--- config.mk ---
export PLATFORM = sky130hd
export DESIGN_NAME = div_bcd_formatter_flat
export DESIGN_NICKNAME = d
export VERILOG_FILES = /design/src/rtl/div_bcd_formatter_pkg.sv /design/src/rtl/div_bcd_formatter_if.sv /design/src/rtl/div_bcd_formatter_bcd_dabble_step.sv /design/src/rtl/div_bcd_formatter.sv /design/src/flat_wrapper.sv
export SDC_FILE = /design/constraint.sdc
export NUM_CORES = 1
export LEC_CHECK = 0
export ABC_AREA = 1
export ABC_CLOCK_PERIOD_IN_PS = 2500
export BUFFER_PORTS_ARGS = -buffer_cell sky130_fd_sc_hd__buf_2
export CORE_ASPECT_RATIO = 0.6
export CORE_UTILIZATION = 61
export DETAILED_ROUTE_END_ITERATION = 16
export PLACE_DENSITY = 0.84
export SLEW_MARGIN = 20
export SYNTH_ARGS = -nofsm -noshare
export SYNTH_HDL_FRONTEND = slang
export SYNTH_SLANG_ARGS = --single-unit
export TNS_END_PERCENT = 10
--- constraint.sdc ---
create_clock -name clk -period 2.5 [get_ports clk]
set_input_delay 0.125 -clock clk [delete_from_list [all_inputs] [get_ports clk]]
set_output_delay 0.125 -clock clk [all_outputs]
set_load 0.02 [all_outputs]
--- src/rtl/div_bcd_formatter_pkg.sv ---
// Shared types and constants for the divider BCD formatter.
package div_fmt_pkg;

    localparam int unsigned W_DEF          = 8;
    localparam int unsigned ND_DEF         = 3;
    localparam int unsigned BCD_ADJ_THRESH = 5;
    localparam int unsigned BCD_ADJ_ADD    = 3;

    typedef enum logic [1:0] {
        IDLE,
        CONV,
        DONE
    } state_t;

endpackage

--- src/rtl/div_bcd_formatter_if.sv ---
// Operand/result handshake bundle between the divider, this formatter and the display driver.
interface div_bcd_formatter_if
    import div_fmt_pkg::*;
#(
    parameter int unsigned W  = W_DEF,
    parameter int unsigned ND = ND_DEF
);

    logic            in_valid;
    logic            in_ready;
    logic [W-1:0]    quo;
    logic [W-1:0]    rem;
    logic            dbz;
    logic            out_valid;
    logic            out_ready;
    logic [4*ND-1:0] q_bcd;
    logic [4*ND-1:0] r_bcd;
    logic            err;

    modport master (
        output in_valid, quo, rem, dbz, out_ready,
        input  in_ready, out_valid, q_bcd, r_bcd, err
    );

    modport slave (
        input  in_valid, quo, rem, dbz, out_ready,
        output in_ready, out_valid, q_bcd, r_bcd, err
    );

endinterface

--- src/rtl/div_bcd_formatter_bcd_dabble_step.sv ---
// One double-dabble iteration: add 3 to every BCD digit >= 5, then shift {bcd,bin} left by one.
module bcd_dabble_step
    import div_fmt_pkg::*;
#(
    parameter int unsigned W  = W_DEF,
    parameter int unsigned ND = ND_DEF
) (
    input  logic [4*ND-1:0] i_bcd,
    input  logic [W-1:0]    i_bin,
    output logic [4*ND-1:0] o_bcd,
    output logic [W-1:0]    o_bin
);

    logic [4*ND-1:0] w_adj;

    // Per-digit adjust followed by the combined left shift.
    always_comb begin
        w_adj = i_bcd;
        for (int unsigned d = 0; d < ND; d++) begin
            if (i_bcd[4*d +: 4] >= 4'(BCD_ADJ_THRESH)) begin
                w_adj[4*d +: 4] = i_bcd[4*d +: 4] + 4'(BCD_ADJ_ADD);
            end
        end
        {o_bcd, o_bin} = {w_adj, i_bin} << 1;
    end

endmodule

--- src/rtl/div_bcd_formatter.sv ---
// Captures divider quotient/remainder/dbz, converts both to BCD in W steps, presents with valid/ready.
module div_bcd_formatter
    import div_fmt_pkg::*;
#(
    parameter int unsigned W  = W_DEF,
    parameter int unsigned ND = ND_DEF
) (
    input logic                clk,
    input logic                rst,
    div_bcd_formatter_if.slave bus
);

    localparam int unsigned CNT_W = $clog2(W + 1);

    state_t           r_state;
    state_t           w_next;
    logic [CNT_W-1:0] r_cnt;
    logic [W-1:0]     r_qbin;
    logic [W-1:0]     r_rbin;
    logic [4*ND-1:0]  r_qacc;
    logic [4*ND-1:0]  r_racc;
    logic             r_dbz;
    logic [4*ND-1:0]  r_q_bcd;
    logic [4*ND-1:0]  r_r_bcd;
    logic             r_err;

    logic             w_in_ready;
    logic             w_out_valid;
    logic             w_last;
    logic [W-1:0]     w_qbin_nxt;
    logic [W-1:0]     w_rbin_nxt;
    logic [4*ND-1:0]  w_qacc_nxt;
    logic [4*ND-1:0]  w_racc_nxt;

    bcd_dabble_step #(.W(W), .ND(ND)) u_step_q (
        .i_bcd (r_qacc),
        .i_bin (r_qbin),
        .o_bcd (w_qacc_nxt),
        .o_bin (w_qbin_nxt)
    );

    bcd_dabble_step #(.W(W), .ND(ND)) u_step_r (
        .i_bcd (r_racc),
        .i_bin (r_rbin),
        .o_bcd (w_racc_nxt),
        .o_bin (w_rbin_nxt)
    );

    // State register.
    always_ff @(posedge clk) begin
        if (rst) begin
            r_state <= IDLE;
        end else begin
            r_state <= w_next;
        end
    end

    // Next-state and handshake outputs.
    always_comb begin
        w_next      = r_state;
        w_in_ready  = 1'b0;
        w_out_valid = 1'b0;
        w_last      = (r_cnt == CNT_W'(W - 1));
        unique case (r_state)
            IDLE: begin
                w_in_ready = 1'b1;
                if (bus.in_valid) w_next = CONV;
            end
            CONV: begin
                if (w_last) w_next = DONE;
            end
            DONE: begin
                w_out_valid = 1'b1;
                if (bus.out_ready) w_next = IDLE;
            end
            default: w_next = IDLE;
        endcase
    end

    // Operand capture, conversion iterations and result registers.
    always_ff @(posedge clk) begin
        if (rst) begin
            r_cnt   <= '0;
            r_qbin  <= '0;
            r_rbin  <= '0;
            r_qacc  <= '0;
            r_racc  <= '0;
            r_dbz   <= 1'b0;
            r_q_bcd <= '0;
            r_r_bcd <= '0;
            r_err   <= 1'b0;
        end else begin
            unique case (r_state)
                IDLE: begin
                    if (bus.in_valid) begin
                        r_qbin <= bus.quo;
                        r_rbin <= bus.rem;
                        r_dbz  <= bus.dbz;
                        r_qacc <= '0;
                        r_racc <= '0;
                        r_cnt  <= '0;
                    end
                end
                CONV: begin
                    r_qacc <= w_qacc_nxt;
                    r_racc <= w_racc_nxt;
                    r_qbin <= w_qbin_nxt;
                    r_rbin <= w_rbin_nxt;
                    r_cnt  <= r_cnt + 1'b1;
                    if (w_last) begin
                        r_q_bcd <= w_qacc_nxt;
                        r_r_bcd <= w_racc_nxt;
                        r_err   <= r_dbz;
                    end
                end
                default: ;
            endcase
        end
    end

    assign bus.in_ready  = w_in_ready;
    assign bus.out_valid = w_out_valid;
    assign bus.q_bcd     = r_q_bcd;
    assign bus.r_bcd     = r_r_bcd;
    assign bus.err       = r_err;

endmodule

--- src/flat_wrapper.sv ---
// flat-port wrapper written by rule: the top's interface ports become plain ports
module div_bcd_formatter_flat import div_fmt_pkg::*;
#(
    parameter int unsigned W  = W_DEF,
    parameter int unsigned ND = ND_DEF
)
  (clk, rst, bus_in_valid, bus_quo, bus_rem, bus_dbz, bus_out_ready, bus_in_ready, bus_out_valid, bus_q_bcd, bus_r_bcd, bus_err);
  div_bcd_formatter_if #(.W(W), .ND(ND)) bus_i ();
  input logic clk;
  input logic rst;
  input wire logic [$bits(bus_i.in_valid)-1:0] bus_in_valid;
  input wire logic [$bits(bus_i.quo)-1:0] bus_quo;
  input wire logic [$bits(bus_i.rem)-1:0] bus_rem;
  input wire logic [$bits(bus_i.dbz)-1:0] bus_dbz;
  input wire logic [$bits(bus_i.out_ready)-1:0] bus_out_ready;
  output wire logic [$bits(bus_i.in_ready)-1:0] bus_in_ready;
  output wire logic [$bits(bus_i.out_valid)-1:0] bus_out_valid;
  output wire logic [$bits(bus_i.q_bcd)-1:0] bus_q_bcd;
  output wire logic [$bits(bus_i.r_bcd)-1:0] bus_r_bcd;
  output wire logic [$bits(bus_i.err)-1:0] bus_err;
  assign bus_i.in_valid = bus_in_valid;
  assign bus_i.quo = bus_quo;
  assign bus_i.rem = bus_rem;
  assign bus_i.dbz = bus_dbz;
  assign bus_i.out_ready = bus_out_ready;
  assign bus_in_ready = bus_i.in_ready;
  assign bus_out_valid = bus_i.out_valid;
  assign bus_q_bcd = bus_i.q_bcd;
  assign bus_r_bcd = bus_i.r_bcd;
  assign bus_err = bus_i.err;
  div_bcd_formatter #(.W(W), .ND(ND)) u_core (.clk(clk), .rst(rst), .bus(bus_i));
endmodule
==> flow_summary.ini <==
[yosys]
netlist_area_sq_um = 3480
seq_area_frac_synth_pct = 41.4
syn_area_per_cell_sq_um = 6.86
syn_nets = 542
synth.distinct_cells = 23
yosys_warnings = 0
synth_cells = 508
ys_ff_latch = 72

[sta]
rsz0062_at_grt = false
max_freq_mhz = 561
finClkSkew_ps = 15.6
hold_viol = 0
period_share_pct = 71.3
fin_hold_ws_ps = 17.1
setup_viol = 0
drv_slew = 0
slew_headroom_pct = 61.7
layout_min_cycle_time_ps = 1780
tightest_slew_ps = 575
setup_tns_ps = 0

[detailed_routing]
dr.first_iter.drc_count = 236
vias = 3276
avgRoutedWirePerCell_um = 12.4
routed_wl_mm = 7.81
drc_errors = 0
viasPerCell = 5.18
drtPass1Iterations = 5
ant_nets = 0

[floorplan]
fp.dieW_um = 99.6
pin_count = 48
fp.dieArea_sq_um = 6030
die_h_um = 60.5
core_sq_um = 5280
num_rows = 20
start_util_pct = 66.0

[critical_path]
path_common_cell = nor2_1
worstSetupPathType = flip-flop to flip-flop
end_kind = flip-flop
critPathMaxStageDelay_ps = 400
ff2ff_setup_slack_ps = 720
arrival_ps = 2080
r2r_start = u_core.r_cnt[0]$_SDFFE_PP0P_
reg2regPathDepth = 8
r2r-end = u_core.bus.r_bcd[2]$_SDFFE_PP0P_
endpoint = u_core.bus.r_bcd[2]$_SDFFE_PP0P_
crit_fanout = 18
startpoint_type = flip-flop
required_ps = 2800
critPathLaunch = u_core.r_cnt[0]$_SDFFE_PP0P_
path_cells = ha_1 -> nand3_1 -> nor2_4 -> buf_4 -> nor2_1 -> nor2_1 -> nand2_1 -> inv_1
cp_slowest_cell = dfxtp_1

[global_route]
grt_pass1_vias = 3072
met2_usage_pct = 47.9
grt_max_degree = 44
antenna_found_initial = 0
overflow = 0
met3_usage_pct = 8.87
grtUsageTotal_pct = 28.0
grt-busiest-layer = met2
grt.met1_usage_pct = 34.4
grt_pass1_wl_mm = 13.1

[placement]
dpl_cell_area_sq_um = 3710
place_hpwl_mm = 5.24
post-place-cells = 616
globalplace.congestion = 0.833
portBuffers = 47

[layout]
diodes = 0
area_delta_synth_final_pct = 12.2
drive_gt1_share_pct = 14.1
layout_common_cells = nand2_1, dfxtp_1, nor2_1
fin_cells = 632
finalNetCount = 584
final_area_sq_um = 3910
final_util_pct = 74.1
final_common_cell = nand2_1

[clock_network]
cts_root_buf = clkbuf_8
insertion_delay_ps = 360
cts-htree-levels = 3
clock_sinks = 72
cts_max_path_buffers = 2
path_clk_slew_ps = 90
hold_buffers = 0
post_cts_buffers = 0
cts_tree = yes
cts_resized = 0
cts_made_buffers = 9

[power_and_ir_drop]
power.density_nw_per_um2 = 584
comb_power_share_pct = 7.1
netSwitchingPower_uw = 596
p_int_mw = 1.69
ir_drop_mv = 0.433
static-leakage-power_nw = 1.82
switching_share_pct = 26.1
p_clk_share_pct = 40.9
pwr-share-seq_pct = 52.0

[flow_run]
cap_violations = 0

[outcome]
outcome = completed

[min_path]
min-delay-path-class = primary input to flip-flop
[stage by stage]
stage / total power, mW / setup slack (ps)
CTS: 2.29 / 726
finish: 2.28 / 717
global placement: 1.37 / 798
floorplan: 1.34 / 1160
global route: 2.38 / 555
detailed placement: 1.37 / 757
[power groups by stage]
| stage | Clock (mW) | Combinational, mW | Sequential, mW |
|---|---|---|---|
| after global placement | 0 | 0.157 | 1.21 |
| after global routing | 1.00 | 0.182 | 1.19 |
| after detailed placement | 0 | 0.160 | 1.21 |
| after floorplan | 0 | 0.132 | 1.21 |
| final | 0.934 | 0.162 | 1.19 |
| after CTS | 0.946 | 0.161 | 1.19 |
[logic make-up (layout without fill, tap and decap cells)]
group	after synthesis	after routing	synth area share (%)
AND/OR/NAND/NOR	284	284	33.7
flip-flops	72	72	41.4
buffers and inverters	71	118	9.52
AO/OA/AOI/OAI	65	65	9.84
adder cells (fa/ha/maj)	13	13	4.67
multiplexers	3	3	0.862
[metal layers]
layer / up-vias / share of wire, %
li1: 1692 / -
met2: 93 / 46
met5: - / 0
met4: 0 / 1.1
met3: 12 / 5.5
met1: 1479 / 48
[critical path, delay by kind of cell, from the launching register on]
| kind | cells | cell delay [ps] |
|---|---|---|
| simple gates | 5 | 780 |
| flops | 1 | 400 |
| fa+ha+maj | 1 | 210 |
| buf+inv | 2 | 340 |
[how the worst min path moves through the flow]
| stage | end | startpoint | depth (start not counted) |
|---|---|---|---|
| floorplan | u_core.r_qbin[0]$_SDFFE_PP0P_ | bus_quo[0] | 2 |
| global placement | u_core.r_dbz$_SDFFE_PP0P_ | bus_dbz | 3 |
| detailed placement | u_core.r_state[1]$_SDFFE_PP0P_ | bus_out_ready | 4 |
| CTS | u_core.r_rbin[0]$_SDFFE_PP0P_ | bus_rem[0] | 3 |
| global route | u_core.r_rbin[0]$_SDFFE_PP0P_ | bus_rem[0] | 3 |
| finish | u_core.r_rbin[0]$_SDFFE_PP0P_ | bus_rem[0] | 3 |
[sequential cells by signal, summed over array words and instances, names as in the netlist, 2 cells and up]
name              cells
u_core.r_state        2
u_core.bus.q_bcd     12
u_core.r_qbin         8
u_core.r_cnt          4
u_core.r_racc        12
u_core.r_qacc        12
u_core.r_rbin         8
u_core.bus.r_bcd     12
[synth_stat cells]
| cell | n | area, sq um |
|---|---|---|
| nor2_8 | 1 | 20.0 |
| buf_6 | 5 | 56.3 |
| nand3_1 | 30 | 150 |
| nor2_2 | 1 | 6.26 |
| clkbuf_1 | 7 | 26.3 |
| nor2_4 | 1 | 11.3 |
| nand2_1 | 176 | 661 |
| dfxtp_1 | 72 | 1440 |
| nand2_2 | 2 | 12.5 |
| nand4_1 | 13 | 81.3 |
| ha_1 | 13 | 163 |
| buf_4 | 5 | 37.5 |
| inv_4 | 2 | 12.5 |
| o21a_1 | 1 | 7.51 |
| mux2i_1 | 3 | 30.0 |
| a21oi_1 | 49 | 245 |
| nor2_1 | 58 | 218 |
| inv_2 | 2 | 7.51 |
| nor3b_1 | 2 | 15.0 |
| buf_2 | 3 | 15.0 |
| inv_1 | 47 | 176 |
| o21ai_0 | 13 | 65.1 |
| a211oi_2 | 2 | 25.0 |
[final cells by class]
type,count,area [sq um]
inverters,51,196
fillers,439,1370
repair buffers,51,265
flip-flops and latches,72,1440
clock buffers,9,124
clock inverters,7,76.3
well taps,77,96.3
multi-input cells,365,1710
Power figures use the tool's default switching activity.
